$ cat config.mk
export PLATFORM = sky130hd
export DESIGN_NAME = voice_sample_fetcher
export DESIGN_NICKNAME = d
export VERILOG_FILES = /design/src/rtl/voice_sample_fetcher.sv
export SDC_FILE = /design/constraint.sdc
export NUM_CORES = 1
export LEC_CHECK = 0
export ABC_AREA = 1
export CAP_MARGIN = 5
export CORE_MARGIN = 5
export CORE_UTILIZATION = 40
export CTS_CLUSTER_DIAMETER = 120
export DETAILED_ROUTE_END_ITERATION = 8
export PLACE_DENSITY = 0.62
export RECOVER_POWER = 25
export SLEW_MARGIN = 20
export SYNTH_ARGS = -nofsm -noshare
export SYNTH_HDL_FRONTEND = slang
export SYNTH_SLANG_ARGS = --single-unit
$ cat constraint.sdc
create_clock -name clk -period 8.5 [get_ports clk]
set_input_delay 2.55 -clock clk [delete_from_list [all_inputs] [get_ports clk]]
set_output_delay 2.55 -clock clk [all_outputs]
set_load 0.02 [all_outputs]
$ cat src/rtl/voice_sample_fetcher.sv
// Requester side of the voice sample handshake with a small FIFO towards the codec.
// Define FETCH_UNDERRUN_CNT_EN to add the saturating underrun_cnt output.

module voice_sample_fetcher #(
    parameter int FIFO_DEPTH = 4,
    parameter int TIMEOUT    = 255
) (
    input  logic                        clk,
    input  logic                        reset,
    input  logic                        play,
    output logic                        generate_next,
    input  logic                        sample_ready,
    input  logic [15:0]                 sample,
    input  logic                        codec_ready,
    output logic [15:0]                 codec_sample,
    output logic [$clog2(FIFO_DEPTH):0] fifo_count,
    output logic                        timeout_err,
    input  logic                        clear_err
`ifdef FETCH_UNDERRUN_CNT_EN
    ,
    output logic [7:0]                  underrun_cnt
`endif
);

    localparam int AW = $clog2(FIFO_DEPTH);
    localparam int CW = AW + 1;

    typedef enum logic [1:0] {
        ST_IDLE = 2'd0,
        ST_REQ  = 2'd1,
        ST_WAIT = 2'd2
    } state_t;

    state_t        state_r;
    state_t        next_state_s;
    logic [7:0]    tmo_cnt_r;
    logic [15:0]   last_sample_r;
    logic [15:0]   push_data_s;
    logic [15:0]   codec_sample_r;
    logic [15:0]   mem_r [FIFO_DEPTH];
    logic [AW-1:0] wr_ptr_r;
    logic [AW-1:0] rd_ptr_r;
    logic [CW-1:0] count_r;
    logic          gen_r;
    logic          err_r;
    logic          push_s;
    logic          pop_s;
    logic          timeout_s;

    assign pop_s         = codec_ready && (count_r != {CW{1'b0}});
    assign generate_next = gen_r;
    assign codec_sample  = codec_sample_r;
    assign fifo_count    = count_r;
    assign timeout_err   = err_r;

    // Next-state decode and push request for the request/wait handshake
    always_comb begin
        next_state_s = state_r;
        push_s       = 1'b0;
        push_data_s  = last_sample_r;
        timeout_s    = 1'b0;
        case (state_r)
            ST_IDLE: begin
                // Any push lands before re-entering IDLE, so nothing is pending here
                if (play && (count_r < CW'(FIFO_DEPTH))) begin
                    next_state_s = ST_REQ;
                end else begin
                    next_state_s = ST_IDLE;
                end
            end
            ST_REQ: begin
                next_state_s = ST_WAIT;
            end
            ST_WAIT: begin
                if (sample_ready) begin
                    push_s       = 1'b1;
                    push_data_s  = sample;
                    next_state_s = ST_IDLE;
                end else if (tmo_cnt_r == 8'(TIMEOUT - 1)) begin
                    push_s       = 1'b1;
                    push_data_s  = last_sample_r;
                    timeout_s    = 1'b1;
                    next_state_s = ST_IDLE;
                end else begin
                    next_state_s = ST_WAIT;
                end
            end
            default: begin
                next_state_s = ST_IDLE;
            end
        endcase
    end

    // State register, request pulse, wait counter, last sample and sticky error
    always_ff @(posedge clk or posedge reset) begin
        if (reset) begin
            state_r       <= ST_IDLE;
            gen_r         <= 1'b0;
            tmo_cnt_r     <= 8'd0;
            last_sample_r <= 16'd0;
            err_r         <= 1'b0;
        end else begin
            state_r <= next_state_s;
            gen_r   <= (next_state_s == ST_REQ);
            if (state_r == ST_REQ) begin
                tmo_cnt_r <= 8'd0;
            end else if ((state_r == ST_WAIT) && (next_state_s == ST_WAIT)) begin
                tmo_cnt_r <= tmo_cnt_r + 8'd1;
            end else begin
                tmo_cnt_r <= tmo_cnt_r;
            end
            if ((state_r == ST_WAIT) && sample_ready) begin
                last_sample_r <= sample;
            end else begin
                last_sample_r <= last_sample_r;
            end
            if (timeout_s) begin
                err_r <= 1'b1;
            end else if (clear_err) begin
                err_r <= 1'b0;
            end else begin
                err_r <= err_r;
            end
        end
    end

    // Sample FIFO: storage, pointers, occupancy and registered codec output
    always_ff @(posedge clk or posedge reset) begin
        if (reset) begin
            for (int i = 0; i < FIFO_DEPTH; i++) begin
                mem_r[i] <= 16'd0;
            end
            wr_ptr_r       <= {AW{1'b0}};
            rd_ptr_r       <= {AW{1'b0}};
            count_r        <= {CW{1'b0}};
            codec_sample_r <= 16'd0;
        end else begin
            if (push_s) begin
                mem_r[wr_ptr_r] <= push_data_s;
                wr_ptr_r        <= wr_ptr_r + AW'(1);
            end
            if (pop_s) begin
                codec_sample_r <= mem_r[rd_ptr_r];
                rd_ptr_r       <= rd_ptr_r + AW'(1);
            end
            case ({push_s, pop_s})
                2'b10:   count_r <= count_r + CW'(1);
                2'b01:   count_r <= count_r - CW'(1);
                default: count_r <= count_r;
            endcase
        end
    end

`ifdef FETCH_UNDERRUN_CNT_EN
    logic [7:0] underrun_r;

    assign underrun_cnt = underrun_r;

    // Saturating count of codec pops that found the FIFO empty
    always_ff @(posedge clk or posedge reset) begin
        if (reset) begin
            underrun_r <= 8'd0;
        end else if (clear_err) begin
            underrun_r <= 8'd0;
        end else if (codec_ready && (count_r == {CW{1'b0}}) && (underrun_r != 8'd255)) begin
            underrun_r <= underrun_r + 8'd1;
        end else begin
            underrun_r <= underrun_r;
        end
    end
`endif

endmodule

==> impl_metrics.yaml <==
timing:
  slew_headroom_pct: -74.6
  drv_slew: 59
  worstMarginPinSlew_ns: 2.61
  fin_skew_ns: 0.00861
  fin_crit_ns: 4.97
  fmax_mhz: 201
  timing.final.ws_setup_ns: 3.53
  period_share_pct: 58.4
  hold_viol: 0
  fin_setup_tns_ns: 0
  rsz0062_at_grt: "no"
  setup_violations: 0
clocking:
  cts.sinks: 115
  post_cts_resized: 0
  clk_path_buf_depth: 2
  cts_tree: "done"
  cts_buffers: 17
  htreeDepth: 4
  clk-insertion-delay-late_ns: 0.41
  hold_buffers: 0
  clkTransAtPathRegs_ns: 0.05
  clock-root-buffer: "clkbuf_16"
  post_cts_buffers: 0
setup_path:
  critical_path_depth: 3
  crit_type: "primary input to async pin"
  cp.arrival_ns: 5.43
  crit_chain: "dlygate4sd3_1 -> clkinvlp_2 -> buf_4"
  crit_buf_inv: 3
  startpoint: "reset"
  r2r_end: "fifo_count[1]"
  crit_path_start_kind: "primary input"
  cp_top_family: "buffers and inverters"
  path_max_fanout: 58
  crit_end: "mem_r[62]"
  required_ns: 8.96
  crit_path_max_incr_delay_ns: 1.47
  r2r_cells: 8
  crit_path_end_kind: "async pin"
  r2r-start: "fifo_count[0]"
  worst_path_max_delay_cell: "clkinvlp_2"
  r2r_slack_ns: 5.54
routing:
  wirelength_um: 12900
  drc_errors: 0
  drt_iter0_drc: 459
  ant_nets: 0
  num_vias: 4296
  avgViaCountPerCell: 5.00
  first_pass_iters: 5
  wl_per_cell_um: 15.0
final_layout:
  syn_to_final_growth_pct: 21.0
  fin_area_um2: 6350
  insertedDiodeCount: 0
  num-fill-cells: 1255
  nets: 704
  drive_above_1_share_pct: 8.15
power_and_ir_drop:
  power_leakage_nw: 3.13
  vdd_ir_drop_max_mv: 0.181
  power_density_nw_per_um2: 389
place:
  hpwl_um: 8220
  postPlaceCellArea_um2: 5750
  io_buffers: 42
  place.gp.congestion: 0.764
  pre_cts_slack_ns: 3.18
die:
  start_util_pct: 41.3
  die_h_um: 125
  die_area_um2: 15500
  placementRows: 41
  fp.dieW_um: 125
  io_pins: 43
  coreArea_um2: 12700
synthesis:
  syn_inst: 642
  synthXorXnorAreaFrac_pct: 0.834
  synth-simple-area-share_pct: 31.4
  syn_area_um2: 5250
  synth_top_family_by_area: "simple AND/OR/NAND/NOR gates"
  avgSynthCellArea_um2: 8.18
  ys_seq_elements: 115
  synth_fa_ha_area_share_pct: 2.05
  yosysUniqueCellTypes: 25
  synth_fp_nets: 672
  synth_compound_area_share_pct: 6.05
  seq_area_frac_synth_pct: 54.8
  synth-warning-count: 0
  synth.area.mux_share_pct: 0
status:
  violations: "capacitance limit, slew limit"
  status: "complete, but fails checks"
job:
  cap_violations: 1
global_routing:
  grt_max_degree: 73
  antenna_found_initial: 0
  grt-ovfl-total: 0
  grt_pass1_wl_um: 21600
  grt_usage_pct: 17.2
  grt_pass1_vias: 4236
worst_hold_path:
  min_path_type: "flop to flop"
[final cells by class]
type | count | area [um2] | area share [%]
Multi-Input combinational cell | 469 | 2120 | 33.3
Tap cell | 172 | 215 | 3.39
Clock inverter | 10 | 130 | 2.05
Inverter | 26 | 98.8 | 1.56
Clock buffer | 22 | 474 | 7.46
Sequential cell | 115 | 2880 | 45.3
Timing Repair Buffer | 45 | 443 | 6.97
[where the power goes]
group	internal (mW)	total [mW]	switching, mW
logic	0.296	0.881	0.585
clock network	0.481	0.724	0.243
registers	0.758	0.866	0.108
[cells in the final DEF, fill, tap and decap left out]
master and instances:
clkdlybuf4s50_1 39, nor3_1 3, clkbuf_16 17, bufinv_16 3
dlygate4sd3_1 3, inv_1 22, clkbuf_1 2, nand4_1 1
inv_2 2, buf_4 3, fa_1 1, nor2_4 2
a21oi_1 18, nand3_2 1, o21ai_0 43, nand2_4 2
ha_1 7, nand3_1 73, xnor2_1 2, nand2_2 15
clkinvlp_2 1, clkinv_1 1, nand2_1 192, nor2_1 104
clkinvlp_4 2, clkinv_2 5, o22ai_1 2, dfrtp_1 115
clkbuf_8 3, xor2_1 3
[layer usage]
metal / vias up / track usage, % / wire (um)
li1: 2106 / - / -
met1: 2034 / 23.6 / 6100
met2: 144 / 27.0 / 5910
met3: 12 / 4.85 / 745
met4: 0 / 4.77 / 150
met5: - / 0 / 0
[logic make-up after synthesis]
kind of cell | Yosys count
simple gates | 393
compound gates | 63
buf+inv | 58
xor+xnor | 5
fa+ha+maj | 8
flops | 115
[stage by stage]
step	utilization (%)	hold slack [ns]	total power, mW	std cells
final	50.0	0.463	2.47	859
after floorplan	-	0.437	1.45	642
after CTS	50.0	0.466	2.48	859
after detailed placement	45.2	0.454	1.75	827
after global routing	50.0	0.492	2.64	859
after global placement	45.2	0.449	1.73	827
[worst min-delay path by stage]
stage | from | end | slack, ns | depth (start not counted)
3_3_place_gp | mem_r[47] | mem_r[47] | 0.45 | 2
4_1_cts | mem_r[44] | mem_r[44] | 0.47 | 2
6_report | mem_r[44] | mem_r[44] | 0.46 | 2
3_5_place_dp | mem_r[44] | mem_r[44] | 0.45 | 2
5_1_grt | mem_r[59] | mem_r[59] | 0.49 | 2
2_1_floorplan | mem_r[16] | mem_r[16] | 0.44 | 2
[synth_stat cells]
| library cell | instances | area share (%) |
|---|---|---|
| buf_2 | 10 | 0.95 |
| inv_2 | 2 | 0.14 |
| nand3_1 | 73 | 7.0 |
| nand2_1 | 192 | 14 |
| xnor2_1 | 2 | 0.33 |
| nor3_1 | 3 | 0.29 |
| nand2_4 | 2 | 0.43 |
| xor2_1 | 3 | 0.50 |
| clkinv_1 | 1 | 0.071 |
| nand2_2 | 15 | 1.8 |
| buf_4 | 1 | 0.14 |
| fa_1 | 1 | 0.38 |
| o21ai_0 | 43 | 4.1 |
| nor2_1 | 104 | 7.4 |
| nor2_4 | 2 | 0.43 |
| nand4_1 | 1 | 0.12 |
| a21oi_1 | 18 | 1.7 |
| dfrtp_1 | 115 | 55 |
| clkbuf_1 | 17 | 1.2 |
| o22ai_1 | 2 | 0.24 |
| ha_1 | 7 | 1.7 |
| nand3_2 | 1 | 0.19 |
| buf_6 | 3 | 0.64 |
| buf_1 | 1 | 0.071 |
| inv_1 | 23 | 1.6 |
[worst register-to-register path, stage by stage, from the launching register on]
cell	delay, ns
dfrtp_1	0.41
inv_1	0.12
nand3_1	0.09
nand2_1	0.51
clkinv_1	0.68
ha_1	0.40
inv_1	0.10
fa_1	0.42
o21ai_0	0.15
[flip-flops by register name, indices dropped and copies added, names as in the netlist]
signal / count
state_r: 2
timeout_err: 1
generate_next: 1
rd_ptr_r: 2
tmo_cnt_r: 8
mem_r: 64
wr_ptr_r: 2
last_sample_r: 16
fifo_count: 3
codec_sample: 16
No activity file was read; power rests on OpenSTA's default activity.
